==> config.mk <==
export PLATFORM = sky130hd
export DESIGN_NAME = pipe_spawner
export DESIGN_NICKNAME = d
export VERILOG_FILES = /design/src/rtl/flappy_pkg.sv /design/src/rtl/pipe_lfsr.sv /design/src/rtl/pipe_spawner.sv
export SDC_FILE = /design/constraint.sdc
export NUM_CORES = 1
export LEC_CHECK = 0
export BUFFER_PORTS_ARGS = -buffer_cell sky130_fd_sc_hd__buf_2
export CAP_MARGIN = 20
export CORE_MARGIN = 5
export CORE_UTILIZATION = 40
export DETAILED_ROUTE_END_ITERATION = 10
export GPL_TIMING_DRIVEN = 0
export RECOVER_POWER = 50
export SKIP_CTS_REPAIR_TIMING = 1
export SYNTH_ARGS = -nofsm -noshare
export SYNTH_HDL_FRONTEND = slang
export SYNTH_SLANG_ARGS = --single-unit
==> constraint.sdc <==
create_clock -name clock -period 4.2 [get_ports clock]
set_clock_uncertainty 0.15 [all_clocks]
set_input_delay 0.84 -clock clock [delete_from_list [all_inputs] [get_ports clock]]
set_output_delay 0.84 -clock clock [all_outputs]
set_load 0.03 [all_outputs]
==> src/rtl/flappy_pkg.sv <==
// Shared constants, types and helpers for the Flappy Bird 8x8 display.
//   ROWS         : display height, one bit per row in a column word
//   TICK_W       : width of the column-shift tick counters
//   DEFAULT_SEED : reset value of the pipe-gap LFSR
//   spawn_state_t: pipe spawner phase (empty spacing vs. pipe body)
package flappy_pkg;

    localparam int unsigned     ROWS         = 8;
    localparam int unsigned     TICK_W       = 12;
    localparam logic [ROWS-1:0] DEFAULT_SEED = 8'hA5;

    typedef enum logic {
        SPACE,
        PIPE
    } spawn_state_t;

    // Fold a raw 3-bit value into a gap start row so the gap stays inside rows 0..7.
    function automatic logic [2:0] fold_gap(input logic [2:0] v, input int unsigned gap_h);
        int unsigned vi;
        vi = 32'(v);
        if (vi > (8 - gap_h)) begin
            return 3'(vi - (9 - gap_h));
        end
        return v;
    endfunction

    // Column pattern: all rows lit except gap_h rows starting at row g.
    function automatic logic [ROWS-1:0] gap_pattern(input logic [2:0] g, input int unsigned gap_h);
        logic [31:0] mask;
        mask = ((32'd1 << gap_h) - 32'd1) << g;
        return ROWS'(~mask);
    endfunction

endpackage

==> src/rtl/pipe_lfsr.sv <==
// 8-bit Fibonacci LFSR (x^8+x^6+x^5+x^4+1) that advances only when step_en is high.
//   clock, reset : system clock, synchronous active-high reset (loads SEED)
//   step_en      : advance one step on this edge
//   lfsr_q       : current register value
//   lfsr_next_c  : combinational post-step value, usable in the same edge as the step
module pipe_lfsr
    import flappy_pkg::*;
#(
    parameter logic [ROWS-1:0] SEED = DEFAULT_SEED
) (
    input  logic            clock,
    input  logic            reset,
    input  logic            step_en,
    output logic [ROWS-1:0] lfsr_q,
    output logic [ROWS-1:0] lfsr_next_c
);

    logic [ROWS-1:0] lfsr_d;

    // Next value and hold/step selection.
    always_comb begin
        lfsr_next_c = {lfsr_q[6:0], lfsr_q[7] ^ lfsr_q[5] ^ lfsr_q[4] ^ lfsr_q[3]};
        lfsr_d      = lfsr_q;
        if (step_en) begin
            lfsr_d = lfsr_next_c;
        end
    end

    // State register.
    always_ff @(posedge clock) begin
        if (reset) begin
            lfsr_q <= SEED;
        end else begin
            lfsr_q <= lfsr_d;
        end
    end

endmodule

==> src/rtl/pipe_spawner.sv <==
// Source end of the pipe-column shift chain: emits SPACE empty columns followed by
// PIPE_W pipe columns (each pipe with a pseudo-random GAP_H-row gap), one column per
// TICK_PERIOD cycles. lossDetect freezes everything so the field stalls together.
//   clock, reset : system clock, synchronous active-high reset
//   lossDetect   : game-over hold; restarts the tick counter and blocks updates
//   column_out   : next column word for the shift chain (bit i = row i, 1 = pipe)
//   tick         : one-cycle pulse in the first cycle a new column_out is visible
//   pipe_start   : one-cycle pulse, with tick, on the first column of each pipe
module pipe_spawner #(
    parameter int unsigned                 TICK_PERIOD = 2560,
    parameter int unsigned                 GAP_H       = 3,
    parameter int unsigned                 PIPE_W      = 1,
    parameter int unsigned                 SPACE       = 3,
    parameter logic [flappy_pkg::ROWS-1:0] SEED        = flappy_pkg::DEFAULT_SEED
) (
    input  logic                        clock,
    input  logic                        reset,
    input  logic                        lossDetect,
    output logic [flappy_pkg::ROWS-1:0] column_out,
    output logic                        tick,
    output logic                        pipe_start
);

    localparam int unsigned ROWS    = flappy_pkg::ROWS;
    localparam int unsigned TICK_W  = flappy_pkg::TICK_W;
    localparam int unsigned CNT_MAX = (PIPE_W > SPACE) ? PIPE_W : SPACE;
    localparam int unsigned CNT_W   = (CNT_MAX > 1) ? $clog2(CNT_MAX) : 1;

    localparam logic [TICK_W-1:0] TICK_LAST  = TICK_W'(TICK_PERIOD - 1);
    localparam logic [CNT_W-1:0]  SPACE_LAST = CNT_W'(SPACE - 1);
    localparam logic [CNT_W-1:0]  PIPE_LAST  = CNT_W'(PIPE_W - 1);

    flappy_pkg::spawn_state_t state_q, state_d;
    logic [TICK_W-1:0] cnt_q, cnt_d;
    logic [CNT_W-1:0]  col_cnt_q, col_cnt_d;
    logic [2:0]        gap_lo_q, gap_lo_d;
    logic [ROWS-1:0]   column_q, column_d;
    logic              tick_q, tick_d;
    logic              pipe_start_q, pipe_start_d;
    logic              lfsr_step_c;
    logic [ROWS-1:0]   lfsr_q;
    logic [ROWS-1:0]   lfsr_next_c;

    // Gap source; steps once per pipe so the gap row is stable across a multi-column pipe.
    pipe_lfsr #(
        .SEED (SEED)
    ) u_lfsr (
        .clock       (clock),
        .reset       (reset),
        .step_en     (lfsr_step_c),
        .lfsr_q      (lfsr_q),
        .lfsr_next_c (lfsr_next_c)
    );

    // Tick counter and spawner FSM next-state; lossDetect outranks the terminal count.
    always_comb begin
        cnt_d        = cnt_q + TICK_W'(1);
        state_d      = state_q;
        col_cnt_d    = col_cnt_q;
        gap_lo_d     = gap_lo_q;
        column_d     = column_q;
        tick_d       = 1'b0;
        pipe_start_d = 1'b0;
        lfsr_step_c  = 1'b0;

        if (lossDetect) begin
            cnt_d = '0;
        end else if (cnt_q == TICK_LAST) begin
            cnt_d  = '0;
            tick_d = 1'b1;
            unique case (state_q)
                flappy_pkg::SPACE: begin
                    column_d = '0;
                    if (col_cnt_q == SPACE_LAST) begin
                        col_cnt_d = '0;
                        state_d   = flappy_pkg::PIPE;
                    end else begin
                        col_cnt_d = col_cnt_q + CNT_W'(1);
                    end
                end
                flappy_pkg::PIPE: begin
                    if (col_cnt_q == '0) begin
                        // New pipe: the gap uses the post-step LFSR value of this same edge.
                        lfsr_step_c  = 1'b1;
                        gap_lo_d     = flappy_pkg::fold_gap(lfsr_next_c[2:0], GAP_H);
                        column_d     = flappy_pkg::gap_pattern(gap_lo_d, GAP_H);
                        pipe_start_d = 1'b1;
                    end else begin
                        column_d = flappy_pkg::gap_pattern(gap_lo_q, GAP_H);
                    end
                    if (col_cnt_q == PIPE_LAST) begin
                        col_cnt_d = '0;
                        state_d   = flappy_pkg::SPACE;
                    end else begin
                        col_cnt_d = col_cnt_q + CNT_W'(1);
                    end
                end
                default: begin
                    state_d = flappy_pkg::SPACE;
                end
            endcase
        end
    end

    // State and output registers.
    always_ff @(posedge clock) begin
        if (reset) begin
            state_q      <= flappy_pkg::SPACE;
            cnt_q        <= '0;
            col_cnt_q    <= '0;
            gap_lo_q     <= '0;
            column_q     <= '0;
            tick_q       <= 1'b0;
            pipe_start_q <= 1'b0;
        end else begin
            state_q      <= state_d;
            cnt_q        <= cnt_d;
            col_cnt_q    <= col_cnt_d;
            gap_lo_q     <= gap_lo_d;
            column_q     <= column_d;
            tick_q       <= tick_d;
            pipe_start_q <= pipe_start_d;
        end
    end

    // A nonzero seed can never reach the all-zero lock-up state.
    lfsr_nonzero_a: assert property (@(posedge clock) disable iff (reset)
        (lfsr_q != '0) && (lfsr_next_c != '0));

    assign column_out = column_q;
    assign tick       = tick_q;
    assign pipe_start = pipe_start_q;

endmodule

==> flow_metrics.env <==
export IMPL_syn_cell_area_um2=1732
export IMPL_cell_internal_pwr_mw=0.4911
export IMPL_ys_seq_elements=36
export IMPL_unrepaired_setup_endpoints_after_global_routing="no"
export IMPL_worst_skew_pair_late_latency_ns=0.29
export IMPL_num_fill_cells=434
export IMPL_initial_cell_density_of_the_core=0.4061
export IMPL_timing_final_crit_share=0.6185
export IMPL_vias_in_the_first_global_route=1187
export IMPL_antenna_violating_nets_post_route=0
export IMPL_pre_cts_ws_ns=1.607
export IMPL_critical_path_slowest_cell="sky130_fd_sc_hd__nor4_1"
export IMPL_num_rows=24
export IMPL_worstRegToRegCells=5
export IMPL_synthDominantAreaCellType="sky130_fd_sc_hd__dfxtp_1"
export IMPL_seq_area_frac_synth=0.4162
export IMPL_routed_via_density=5.197
export IMPL_clock_tree_htree_level_count=2
export IMPL_leakagePower_nw=0.6292
export IMPL_fin_setup_tns_ns=0
export IMPL_outcome="completed"
export IMPL_synth_enable_flop_cells=0
export IMPL_cp_slowest_stage_delay_ns=0.95
export IMPL_cts_root_to_sink_buffers=2
export IMPL_antenna_found_initial=0
export IMPL_setup_violations=0
export IMPL_syn_nets=204
export IMPL_clk_network_pwr_share=0.431
export IMPL_diodes=0
export IMPL_fin_hold_ws_ns=0.3077
export IMPL_drc_marker_count_from_the_first_detailed_route_iteration=98
export IMPL_fp_dieW_um=75.80
export IMPL_holdCritPathClass="flop to flop"
export IMPL_power_ir_vdd_worst_v=0.0001705
export IMPL_ioPinCount=13
export IMPL_cts_root_buf="sky130_fd_sc_hd__clkbuf_8"
export IMPL_grt_start_max_net_pins=11
export IMPL_start_kind="flop"
export IMPL_number_of_cells_produced_by_synthesis=194
export IMPL_drv_max_cap_violation_count=0
export IMPL_hold_path_depth=2
export IMPL_crit_path_max_fanout=8
export IMPL_slew_headroom=0.2166
export IMPL_worst_slack_ns=1.602
export IMPL_synthesis_area_per_instance_um2=8.926
export IMPL_grtUsageTotal=0.1340
export IMPL_area_share_of_xor_xnor_cells_in_the_synthesized_design=0.06575
export IMPL_synthSimpleGateAreaFrac=0.2486
export IMPL_pwr_density_cell_nw_per_um2=323.3
export IMPL_cts_num_sinks=36
export IMPL_core_um2=4264
export IMPL_grt_first_pass_wirelength_mm=5.664
export IMPL_wirelength_mm=3.502
export IMPL_slew_at_the_pin_closest_to_its_max_slew_limit_ns=1.164
export IMPL_crit_chain="ha_1, nand4_1, nor4_1, o2111ai_1, a21oi_1"
export IMPL_global_route_overflow_total=0
export IMPL_synth_compound_gate_area_share=0.1301
export IMPL_max_freq_mhz=385.0
export IMPL_place_gp_congestion=0.8946
export IMPL_timing_setup_critical_path_class="flop to flop"
export IMPL_cts_tree="built"
export IMPL_power_share_switching=0.2117
export IMPL_synth_warnings=0
export IMPL_wl_per_cell_um=13.27
export IMPL_cts_made_buffers=5
export IMPL_layout_core_utilization=0.4519
export IMPL_final_period_minus_worst_setup_slack_ns=2.598
export IMPL_final_hold_viol_count=0
export IMPL_num_vias=1372
export IMPL_height_of_the_chip_um=75.80
export IMPL_numPortBuffers=11
export IMPL_detailed_place_hpwl_mm=2.433
export IMPL_synth_main_ff_cell="sky130_fd_sc_hd__dfxtp_1"
export IMPL_yosys_top_cells_area="sky130_fd_sc_hd__dfxtp_1 42%, sky130_fd_sc_hd__nor2_1 5.6%, sky130_fd_sc_hd__ha_1 5.1%, sky130_fd_sc_hd__mux2i_1 4.6%, sky130_fd_sc_hd__xor2_1 3.5%"
export IMPL_drc=0
export IMPL_async_set_or_reset_register_ratio_after_synthesis=0
export IMPL_worstPathArrival_ns=2.67
export IMPL_synth_mux_area_frac=0.04624
export IMPL_post_synth_fa_ha_maj_area_fraction=0.05058
export IMPL_cp_required_ns=4.27
export IMPL_cts_reportedPaths_clkPinSlew_ns=0.08
export IMPL_finalMaxSlewViolations=0
export IMPL_pwr_share_comb=0.018
export IMPL_power_sequential_fraction=0.551
export IMPL_dieArea_um2=5745
export IMPL_switching_power_mw=0.1319
export IMPL_flow_area_growth_from_synthesis_pct=11.27
export IMPL_drive_gt1_frac=0.06132
export IMPL_cp_end_kind="flop"
export IMPL_synth_top_family_by_area="simple AND/OR/NAND/NOR gates"
export IMPL_finalNetCount=222
export IMPL_synth_cell_types=39
export IMPL_post_synth_top_area_fraction=0.4162
export IMPL_firstDrtPassIters=4
## routing by layer
metal  vias to the layer above  global-route usage  routed length (µm)
met5                         -                   0                   0
met4                         0             0.05825                  64
met3                         7             0.03958                 122
met2                        16              0.1892                1484
met1                       636              0.1875                1830
li1                        713                   -                   -
## registers in the layout (all words and copies together) (netlist names), named ones only
signal and count:
u_lfsr.lfsr_q 8, column_out 8, pipe_start 1, cnt_q 12, gap_lo_q 3, col_cnt_q 2
tick 1
## placed cells by master (no fill, tap or decap), types with 3 or more instances in the layout
master                      n
sky130_fd_sc_hd__nand3b_1   5
sky130_fd_sc_hd__clkbuf_1  19
sky130_fd_sc_hd__a211o_1    3
sky130_fd_sc_hd__nand2_1   13
sky130_fd_sc_hd__nand4_1    4
sky130_fd_sc_hd__nor3_1     3
sky130_fd_sc_hd__a211oi_1   4
sky130_fd_sc_hd__ha_1       7
sky130_fd_sc_hd__o31ai_1    3
sky130_fd_sc_hd__nor2b_1    6
sky130_fd_sc_hd__inv_1      8
sky130_fd_sc_hd__xor2_1     7
sky130_fd_sc_hd__o21ai_0    3
sky130_fd_sc_hd__nand3_1    6
sky130_fd_sc_hd__clkbuf_8   7
sky130_fd_sc_hd__or3_1      3
sky130_fd_sc_hd__nand2b_1   3
sky130_fd_sc_hd__a21oi_1   10
sky130_fd_sc_hd__nor2_1    26
sky130_fd_sc_hd__dfxtp_1   36
sky130_fd_sc_hd__nor4_1     3
sky130_fd_sc_hd__mux2i_1    8
sky130_fd_sc_hd__xnor2_1    6
## metrics by stage
step	total power, mW	instances	area [µm²]
after global routing	0.6485	264	1927
after CTS	0.6303	264	1948
after floorplan	0.3581	194	1732
final	0.6230	264	1927
after global placement	0.3625	257	1852
after detailed placement	0.3626	257	1852
## cell families after synthesis
group / after synthesis
compound gates: 32
xor+xnor: 13
fa+ha+maj: 7
buf+inv: 18
flops: 36
mux: 8
simple gates: 80
## synth_stat cells, types with 4 or more instances
cell type                   n
sky130_fd_sc_hd__nor2b_1    6
sky130_fd_sc_hd__ha_1       7
sky130_fd_sc_hd__dfxtp_1   36
sky130_fd_sc_hd__xnor2_1    6
sky130_fd_sc_hd__xor2_1     7
sky130_fd_sc_hd__nor2_1    26
sky130_fd_sc_hd__nand3b_1   5
sky130_fd_sc_hd__nand4_1    4
sky130_fd_sc_hd__a21oi_1   10
sky130_fd_sc_hd__a211oi_1   4
sky130_fd_sc_hd__nand3_1    6
sky130_fd_sc_hd__inv_1      8
sky130_fd_sc_hd__clkbuf_1   7
sky130_fd_sc_hd__nand2_1   13
sky130_fd_sc_hd__mux2i_1    8
## worst max-delay path: cells and delay by family (launching register included)
| kind | cells | cell delay (ns) |
|---|---|---|
| simple gates | 2 | 1.23 |
| fa+ha+maj | 1 | 0.31 |
| compound gates | 2 | 0.45 |
| flops | 1 | 0.40 |
## path summary, 6_finish.rpt
check	startpoint	endpoint	slack, ns
setup reg to reg	cnt_q[0]	column_out[6]	1.60
hold reg to reg	column_out[1]	column_out[1]	0.31
hold / removal	column_out[1]	column_out[1]	0.31
setup / recovery	cnt_q[0]	column_out[6]	1.60
## power groups by stage
stage | sequential, mW | combinational [mW] | clock (mW)
2_1_floorplan | 0.351 | 0.00732 | 0
3_3_place_gp | 0.351 | 0.0115 | 0
3_5_place_dp | 0.351 | 0.0115 | 0
4_1_cts | 0.343 | 0.0116 | 0.276
5_1_grt | 0.343 | 0.0127 | 0.293
6_report | 0.343 | 0.0110 | 0.269
## area by class of cell
| cell class | count | area, µm² | share of cell area |
|---|---|---|---|
| Tap cell | 52 | 65.06 | 0.03377 |
| Buffer | 10 | 42.54 | 0.02208 |
| Multi-Input combinational cell | 140 | 930.9 | 0.4831 |
| Clock buffer | 7 | 96.34 | 0.05000 |
| Sequential cell | 36 | 720.7 | 0.3740 |
| Timing Repair Buffer | 11 | 41.29 | 0.02143 |
| Inverter | 8 | 30.03 | 0.01558 |
Note: power is estimated with default switching activity, not from simulation.
